==> config.mk <==
export PLATFORM = sky130hd
export DESIGN_NAME = neuron_weight_ram
export DESIGN_NICKNAME = d
export VERILOG_FILES = /design/src/rtl/neuron_pkg.sv /design/src/rtl/neuron_ram_core.sv /design/src/rtl/neuron_weight_ram.sv
export SDC_FILE = /design/constraint.sdc
export NUM_CORES = 2
export LEC_CHECK = 0
export CAP_MARGIN = 20
export CORE_MARGIN = 8
export CORE_UTILIZATION = 42
export DETAILED_ROUTE_END_ITERATION = 10
export GPL_TIMING_DRIVEN = 0
export SLEW_MARGIN = 20
export SYNTH_ARGS = -nofsm -noshare
export SYNTH_HDL_FRONTEND = slang
export SYNTH_HIERARCHICAL = 1
export SYNTH_SLANG_ARGS = --single-unit
==> constraint.sdc <==
create_clock -name clk -period 5.9 [get_ports clk]
set_input_delay 0.59 -clock clk [delete_from_list [all_inputs] [get_ports clk]]
set_output_delay 0.59 -clock clk [all_outputs]
set_load 0.01 [all_outputs]
==> src/rtl/neuron_pkg.sv <==
// neuron_pkg -- shared definitions for the neuron weight RAM.
//   state_e   : controller states (ST_CLEAR sweeps the array, ST_READY serves
//               reads and writes).
//   rd_sel_e  : source of the registered read result.
//   DATA_W_DEF / ADDR_W_DEF : default word and address widths.
package neuron_pkg;

  localparam int DATA_W_DEF = 8;
  localparam int ADDR_W_DEF = 8;

  typedef enum logic {
    ST_CLEAR = 1'b0,
    ST_READY = 1'b1
  } state_e;

  // RD_ZERO covers both the reset value and out-of-range reads.
  typedef enum logic [1:0] {
    RD_ZERO = 2'd0,
    RD_RAM  = 2'd1,
    RD_BYP  = 2'd2
  } rd_sel_e;

endpackage

==> src/rtl/neuron_ram_core.sv <==
// neuron_ram_core -- plain simple-dual-port synchronous array.
// Ports:
//   clk      : clock
//   we_i     : write enable; wdata_i is stored at waddr_i on the rising edge
//   waddr_i  : write address
//   wdata_i  : write data
//   re_i     : read enable; rdata_o loads mem[raddr_i] on the rising edge
//   raddr_i  : read address
//   rdata_o  : registered read data, holds while re_i is low
// A same-edge read and write to one address returns the old contents.
// Callers must keep addresses below DEPTH whenever the enables are high.
module neuron_ram_core
  import neuron_pkg::*;
#(
  parameter int DATA_W = DATA_W_DEF,
  parameter int ADDR_W = ADDR_W_DEF,
  parameter int DEPTH  = 256
) (
  input  logic              clk,
  input  logic              we_i,
  input  logic [ADDR_W-1:0] waddr_i,
  input  logic [DATA_W-1:0] wdata_i,
  input  logic              re_i,
  input  logic [ADDR_W-1:0] raddr_i,
  output logic [DATA_W-1:0] rdata_o
);

  logic [DATA_W-1:0] mem [DEPTH];
  logic [DATA_W-1:0] rdata_q;

  always_ff @(posedge clk) begin
    if (we_i) mem[waddr_i] <= wdata_i;
    if (re_i) rdata_q <= mem[raddr_i];
  end

  assign rdata_o = rdata_q;

endmodule

==> src/rtl/neuron_weight_ram.sv <==
// neuron_weight_ram -- weight store with a clear sweep controller.
// Ports:
//   clk, rst       : clock, asynchronous active-high reset
//   read_address   : read address;  oe  : read enable
//   read_data      : registered read result (1-cycle latency)
//   read_valid     : one-cycle pulse marking new read_data
//   write_address  : write address; write_data : data; wre : write enable
//   clear          : refill the whole array with INIT_VAL
//   busy           : high while a clear sweep runs (and during reset)
// Build option: define NEURON_RAM_BYPASS_EN for write-first behaviour on a
// same-edge read/write to one address; otherwise the read sees the old word.
module neuron_weight_ram
  import neuron_pkg::*;
#(
  parameter int                DATA_W   = DATA_W_DEF,
  parameter int                ADDR_W   = ADDR_W_DEF,
  parameter int                DEPTH    = 256,
  parameter logic [DATA_W-1:0] INIT_VAL = '0
) (
  input  logic              clk,
  input  logic              rst,
  input  logic [ADDR_W-1:0] read_address,
  input  logic              oe,
  output logic [DATA_W-1:0] read_data,
  output logic              read_valid,
  input  logic [ADDR_W-1:0] write_address,
  input  logic [DATA_W-1:0] write_data,
  input  logic              wre,
  input  logic              clear,
  output logic              busy
);

  // One extra bit so DEPTH == 2**ADDR_W is representable.
  localparam logic [ADDR_W:0]   DEPTH_V   = (ADDR_W+1)'(DEPTH);
  localparam logic [ADDR_W-1:0] LAST_ADDR = ADDR_W'(DEPTH - 1);

  state_e            state_q, state_d;
  logic [ADDR_W-1:0] cnt_q, cnt_d;
  rd_sel_e           sel_q, sel_d;
  logic [DATA_W-1:0] byp_q, byp_d;
  logic              rv_q, rv_d;

  logic              ram_we, ram_re;
  logic [ADDR_W-1:0] ram_waddr;
  logic [DATA_W-1:0] ram_wdata, ram_rdata;

  logic rd_ok, wr_ok, bypass_hit;

  assign rd_ok = {1'b0, read_address}  < DEPTH_V;
  assign wr_ok = {1'b0, write_address} < DEPTH_V;

`ifdef NEURON_RAM_BYPASS_EN
  assign bypass_hit = wre && wr_ok && (read_address == write_address);
`else
  assign bypass_hit = 1'b0;
`endif

  always_comb begin
    state_d   = state_q;
    cnt_d     = cnt_q;
    sel_d     = sel_q;
    byp_d     = byp_q;
    rv_d      = 1'b0;
    ram_we    = 1'b0;
    ram_re    = 1'b0;
    ram_waddr = write_address;
    ram_wdata = write_data;
    case (state_q)
      ST_CLEAR: begin
        // Sweep owns the write port; all external requests are ignored.
        ram_we    = 1'b1;
        ram_waddr = cnt_q;
        ram_wdata = INIT_VAL;
        if (cnt_q == LAST_ADDR) begin
          state_d = ST_READY;
          cnt_d   = '0;
        end else begin
          cnt_d = cnt_q + 1'b1;
        end
      end
      ST_READY: begin
        ram_we = wre && wr_ok;
        if (oe) begin
          rv_d = 1'b1;
          if (!rd_ok) begin
            sel_d = RD_ZERO;
          end else if (bypass_hit) begin
            // Capture the incoming word; the array read is skipped so the
            // core output register keeps its old value untouched.
            sel_d = RD_BYP;
            byp_d = write_data;
          end else begin
            sel_d  = RD_RAM;
            ram_re = 1'b1;
          end
        end
        // Requests on this edge above still complete before the sweep.
        if (clear) begin
          state_d = ST_CLEAR;
          cnt_d   = '0;
        end
      end
      default: begin
        state_d = ST_CLEAR;
        cnt_d   = '0;
      end
    endcase
  end

  always_ff @(posedge clk or posedge rst) begin
    if (rst) begin
      state_q <= ST_CLEAR;
      cnt_q   <= '0;
      sel_q   <= RD_ZERO;
      byp_q   <= '0;
      rv_q    <= 1'b0;
    end else begin
      state_q <= state_d;
      cnt_q   <= cnt_d;
      sel_q   <= sel_d;
      byp_q   <= byp_d;
      rv_q    <= rv_d;
    end
  end

  neuron_ram_core #(
    .DATA_W (DATA_W),
    .ADDR_W (ADDR_W),
    .DEPTH  (DEPTH)
  ) u_core (
    .clk     (clk),
    .we_i    (ram_we),
    .waddr_i (ram_waddr),
    .wdata_i (ram_wdata),
    .re_i    (ram_re),
    .raddr_i (read_address),
    .rdata_o (ram_rdata)
  );

  // The core register only loads on RD_RAM reads, so every source holds
  // its value while oe is low.
  always_comb begin
    case (sel_q)
      RD_RAM:  read_data = ram_rdata;
      RD_BYP:  read_data = byp_q;
      default: read_data = '0;
    endcase
  end

  assign read_valid = rv_q;
  assign busy       = (state_q == ST_CLEAR);

endmodule
### After elaboration in Yosys (flattened, before gate mapping)

Memory sizes are Yosys's and may differ from the RTL's. A register that Yosys moved wholly into a read port is not among the register bits.
Index checks and enable logic that the tools add are counted.

* memories kept: 1
* input port bits: 29
* bits in writable memories: 2048
* logic and storage cells: 24
* register bits after elaboration: 11

Memories
* u_core.mem: depth 256, width 8, rd ports 1, clocked after memory_dff 1, wr ports 1, line neuron_ram_core.sv:28 `logic [DATA_W-1:0] mem [DEPTH];`

* bitwise operators: 1
* reduce and logical (&&, ||, !) cells: 1
* add/sub/neg operators: 1
* multiplexer cells: 14
* equality and inequality tests: 2

Operators with widths (number)
* 2-to-1 mux 8 bit: 5
* case mux 8 bit (2 select lines): 1
* adder 8 x 1 -> 8 bit, second input constant: 1
* equality test 8 bit, second input constant: 1
* 2-to-1 mux 1 bit: 6
* case mux 1 bit (2 select lines): 2
* inequality test 2 bit, second input constant: 1
* AND reduction 2 bit: 1
* NOT 1 bit: 1

### Depth between registers and ports, before layout

* depth after elaboration: 4
* gate-level depth with buffers: 11
* gate-level depth less buffers: 6

### Cells and area by module

Netlist, hierarchy kept.

Modules (own cells, without submodules)
* neuron_ram_core: cells each 3733, area an instance 79636.4 sq um, times used 1
* neuron_weight_ram: cells each 87, area an instance 782.0 sq um, times used 1

### Worst setup path after synthesis

No wires, ideal clock.

* path type: flip-flop to flip-flop
* start: reg state_q
* end: mem u_core/mem[0][1] in the netlist's numbering (data pin)
* required time: 5.033 ns
* buffers on the path: 1
* setup time: 0.867 ns
* slack: 1.127 ns
* cell stages (with the launch flop): 3
* data arrival time: 3.906 ns
* clock period less this slack: 4.773 ns
* cells stage by stage: dfrtp_1 clkbuf_1 and2_1

* longest elaborated chain between the ends: 1

Ends and longest elaborated chain
* from (decl): line neuron_weight_ram.sv:37 `state_e state_q, state_d;`
* from (signal assigned): line neuron_weight_ram.sv:118 `state_q <= state_d;`
* 2-to-1 mux 8 bit: line neuron_weight_ram.sv:68 `case (state_q)`
* via ram_wdata[1]: line neuron_weight_ram.sv:45 `logic [DATA_W-1:0] ram_wdata, ram_rdata;`
* to (decl): line neuron_ram_core.sv:28

The timed path passes the listed nets, and every way through them passes these cells.

==> impl_metrics.json <==
{
  "area_growth_syn_to_layout_pct": 13.9,
  "post_synthesis_compound_gate_area_fraction": 0.0353,
  "initial_core_util": 0.423,
  "sequential_element_share_of_the_synthesized_area": 0.771,
  "route.detailed.wl_per_inst_um": 36.3,
  "rsz0062_at_grt": "no",
  "report.final.hold_viol_count": 0,
  "setup_slack_ns": 0.523,
  "n_fill_cell": 15500,
  "post_synth_num_cell_types": 68,
  "timing.critical_path.to_type": "register",
  "report.final.setup_viol": 0,
  "combinational_family_with_the_most_area_after_synthesis": "multiplexers",
  "postCtsSetupBuffers": 0,
  "cts.repair.resized": 0,
  "cts_buffers": 208,
  "synth_common_cells": "edfxtp_1 (2056), mux4_2 (454), nor2_1 (284)",
  "report.final.slew_viol_count": 0,
  "worstSetupPathType": "primary input to register",
  "regArea_um2": 62000,
  "routed-via-count": 42200,
  "multiInputGateArea_um2": 17000,
  "outcome": "finished, final reports clean",
  "gpl.final_weighted_congestion": 0.981,
  "antenna_found_initial": 14,
  "cell_family_with_most_cp_delay": "buffers and inverters",
  "route.detailed.drc": 0,
  "period_needed_ns": 5.38,
  "worstPathRequired_ns": 6.39,
  "yosysWarnings": 6,
  "yosysTopAreaCell": "edfxtp_1",
  "synthMuxAreaShare": 0.146,
  "cts_sinks": 2067,
  "slowest_delay_ns": 1.06,
  "p_leak_nw": 28.7,
  "max_slew_margin": 0.0756,
  "transition_at_the_pin_with_the_smallest_max_transition_slack_ns": 1.37,
  "num_io_pins": 39,
  "crit_path_top_delay_cell": "nor4_1",
  "drt-pass1-iter-count": 8,
  "synth.top_cells.by_area": "edfxtp_1 (77%), mux4_2 (13%), mux2i_1 (1.7%)",
  "period_utilization_post_route": 0.911,
  "drt-vias-per-instance": 6.21,
  "path_clk_slew_ns": 0.06,
  "grt_max_degree": 79,
  "worstPathCellList": "clkdlybuf4s50_1 -> buf_2 -> and2_1 -> buf_1 -> clkbuf_1 -> a221oi_1 -> o221ai_1 -> a211oi_1 -> nor4_1",
  "final-instance-count-excl-fill": 6796,
  "std_cell_rows": 160,
  "design.core.area_um2": 190000,
  "synth_async_sr_flop_share": 0.00532,
  "nNetsFinal": 4138,
  "synth_top_area_frac": 0.768,
  "drive_gt1_frac": 0.220,
  "timing.fmax_mhz": 186,
  "critPathMaxFanout": 10,
  "synth_xor_xnor_area_share": 0.000218,
  "h-tree-depth": 4,
  "clock_latency_ns": 0.87,
  "dpl_worst_slack_ns": -0.168,
  "first_iter_violations": 6376,
  "power.density_nw_per_um2": 350,
  "tritoncts": "yes",
  "die_x_um": 454,
  "synthAdderAreaFrac": 0.000156,
  "cts-hold-fix-buffers": 0,
  "die_y_um": 454,
  "placement.io_buffers": 36,
  "number_of_enable_type_register_cells_in_the_synthesized_netlist": 2056,
  "synthCells": 3820,
  "hold_slack_ns": 0.0402,
  "hp-class": "primary input to asynchronous set/reset pin",
  "startpoint_type": "primary input",
  "wirelength_um": 247000,
  "maxCapViolations": 0,
  "final_core_util": 0.481,
  "synth_ff_type": "edfxtp_1",
  "timing.critical_path.arrival_ns": 5.86,
  "root_buffer_cell": "clkbuf_16",
  "clockBufferDepth": 3,
  "synth_simple_gate_area_frac": 0.0289,
  "syn-num-nets": 3850,
  "grt_first_pass_wirelength_um": 337000,
  "syn-cell-area_um2": 80400,
  "fin_skew_ns": 0.0655,
  "antenna_violating_nets_post_route": 0,
  "postSynthAreaPerCell_um2": 21.1,
  "synth_most_common_cell": "edfxtp_1",
  "grt.overflow.total": 0,
  "via_count_of_the_first_global_routing_pass": 41400,
  "post-dp-hpwl_um": 168000,
  "ir_drop_mv": 0.316,
  "count_of_state_elements_after_synthesis": 2067,
  "placedCellCount": 6408,
  "grt.total_usage": 0.236,
  "die_area_um2": 206000,
  "critPathBufInv": 4
}
==> worst register-to-register path, stage by stage (launching register included) <==
cell and delay, ns:
dfrtp_1 0.47, buf_2 0.30, mux2_1 0.40, clkbuf_1 0.30
nor2_1 0.73, nand4_1 0.52, clkbuf_2 0.67, nor2_1 0.97
==> metal layers <==
| metal | wire [um] | up-vias | global-route usage |
|---|---|---|---|
| li1 | - | 16600 | - |
| met1 | 92500 | 22500 | 0.316 |
| met2 | 114000 | 2584 | 0.366 |
| met3 | 27000 | 536 | 0.0572 |
| met4 | 13600 | 0 | 0.111 |
| met5 | 0 | - | 0 |
==> where the power goes <==
part           total (W)  switching [W]  internal (W)  leakage [nW]
sequential        0.0164      0.0000963        0.0163          19.2
combinational    0.00289        0.00213      0.000761          6.39
clock             0.0127        0.00564       0.00709          3.17
==> sequential cells by signal, indices dropped and copies added (netlist names) <==
name and flops:
u_core/rdata_o 8, u_core/mem 2048, cnt_q 8, sel_q 1, read_valid 1, state_q 1
==> per-stage QoR <==
| step | TNS [ns] | power, W | cell area (um2) |
|---|---|---|---|
| floorplan | 0 | 0.0181 | 80400 |
| finish | 0 | 0.0321 | 91600 |
| detailed placement | -0.343 | 0.0195 | 84900 |
| global route | 0 | 0.0328 | 91600 |
| global placement | -6954.95 | 0.0195 | 83900 |
| CTS | 0 | 0.0321 | 91500 |
==> worst paths after layout <==
check / slack (ns) / start / to / cells past startpoint
min in group clk: 0.41 / clear / cnt_q[4]$_DFFE_PP0P_ / 2
setup reg to reg: 1.15 / state_q$_DFF_PP0_ / u_core/mem[140][1]$_DFFE_PP_ / 7
hold / removal: 0.04 / rst / read_valid$_DFF_PP0_ / 2
setup / recovery: 0.52 / read_address[2] / u_core/rdata_o[5]$_DFFE_PP_ / 9
max in group asynchronous: 5.55 / rst / cnt_q[6]$_DFFE_PP0P_ / 2
hold reg to reg: 0.61 / cnt_q[5]$_DFFE_PP0P_ / cnt_q[5]$_DFFE_PP0P_ / 2
==> final cells by class <==
cell class                 count  share of cell area
sequential                  2067               0.677
buffer                       239              0.0168
antenna                        5            0.000137
multi-input combinational   1510               0.186
timing repair buffer          78              0.0134
clock buffer                 261              0.0590
inverter                       4            0.000164
clock inverter               121              0.0131
tap                         2511              0.0343
==> logic make-up after synthesis <==
group	Yosys count
AO/OA/AOI/OAI	402
XOR/XNOR	2
adder cells (fa/ha/maj)	1
buffers and inverters	243
flip-flops	2067
multiplexers	598
AND/OR/NAND/NOR	507
==> cell usage in the layout (no fill, tap or decap), types with 23 or more instances in the layout <==
| cell type | instances |
|---|---|
| mux4_2 | 454 |
| nor2_1 | 283 |
| nand3_1 | 38 |
| buf_2 | 41 |
| clkbuf_1 | 135 |
| mux2i_1 | 134 |
| clkinv_1 | 65 |
| buf_6 | 23 |
| a21oi_1 | 97 |
| clkinv_2 | 24 |
| edfxtp_1 | 2056 |
| clkdlybuf4s50_1 | 36 |
| nand2_1 | 41 |
| o221ai_1 | 46 |
| clkbuf_2 | 31 |
| clkbuf_16 | 208 |
| o22ai_1 | 30 |
| buf_4 | 33 |
| a22oi_1 | 133 |
| nor2b_1 | 33 |
(Power assumes the default switching activity.)
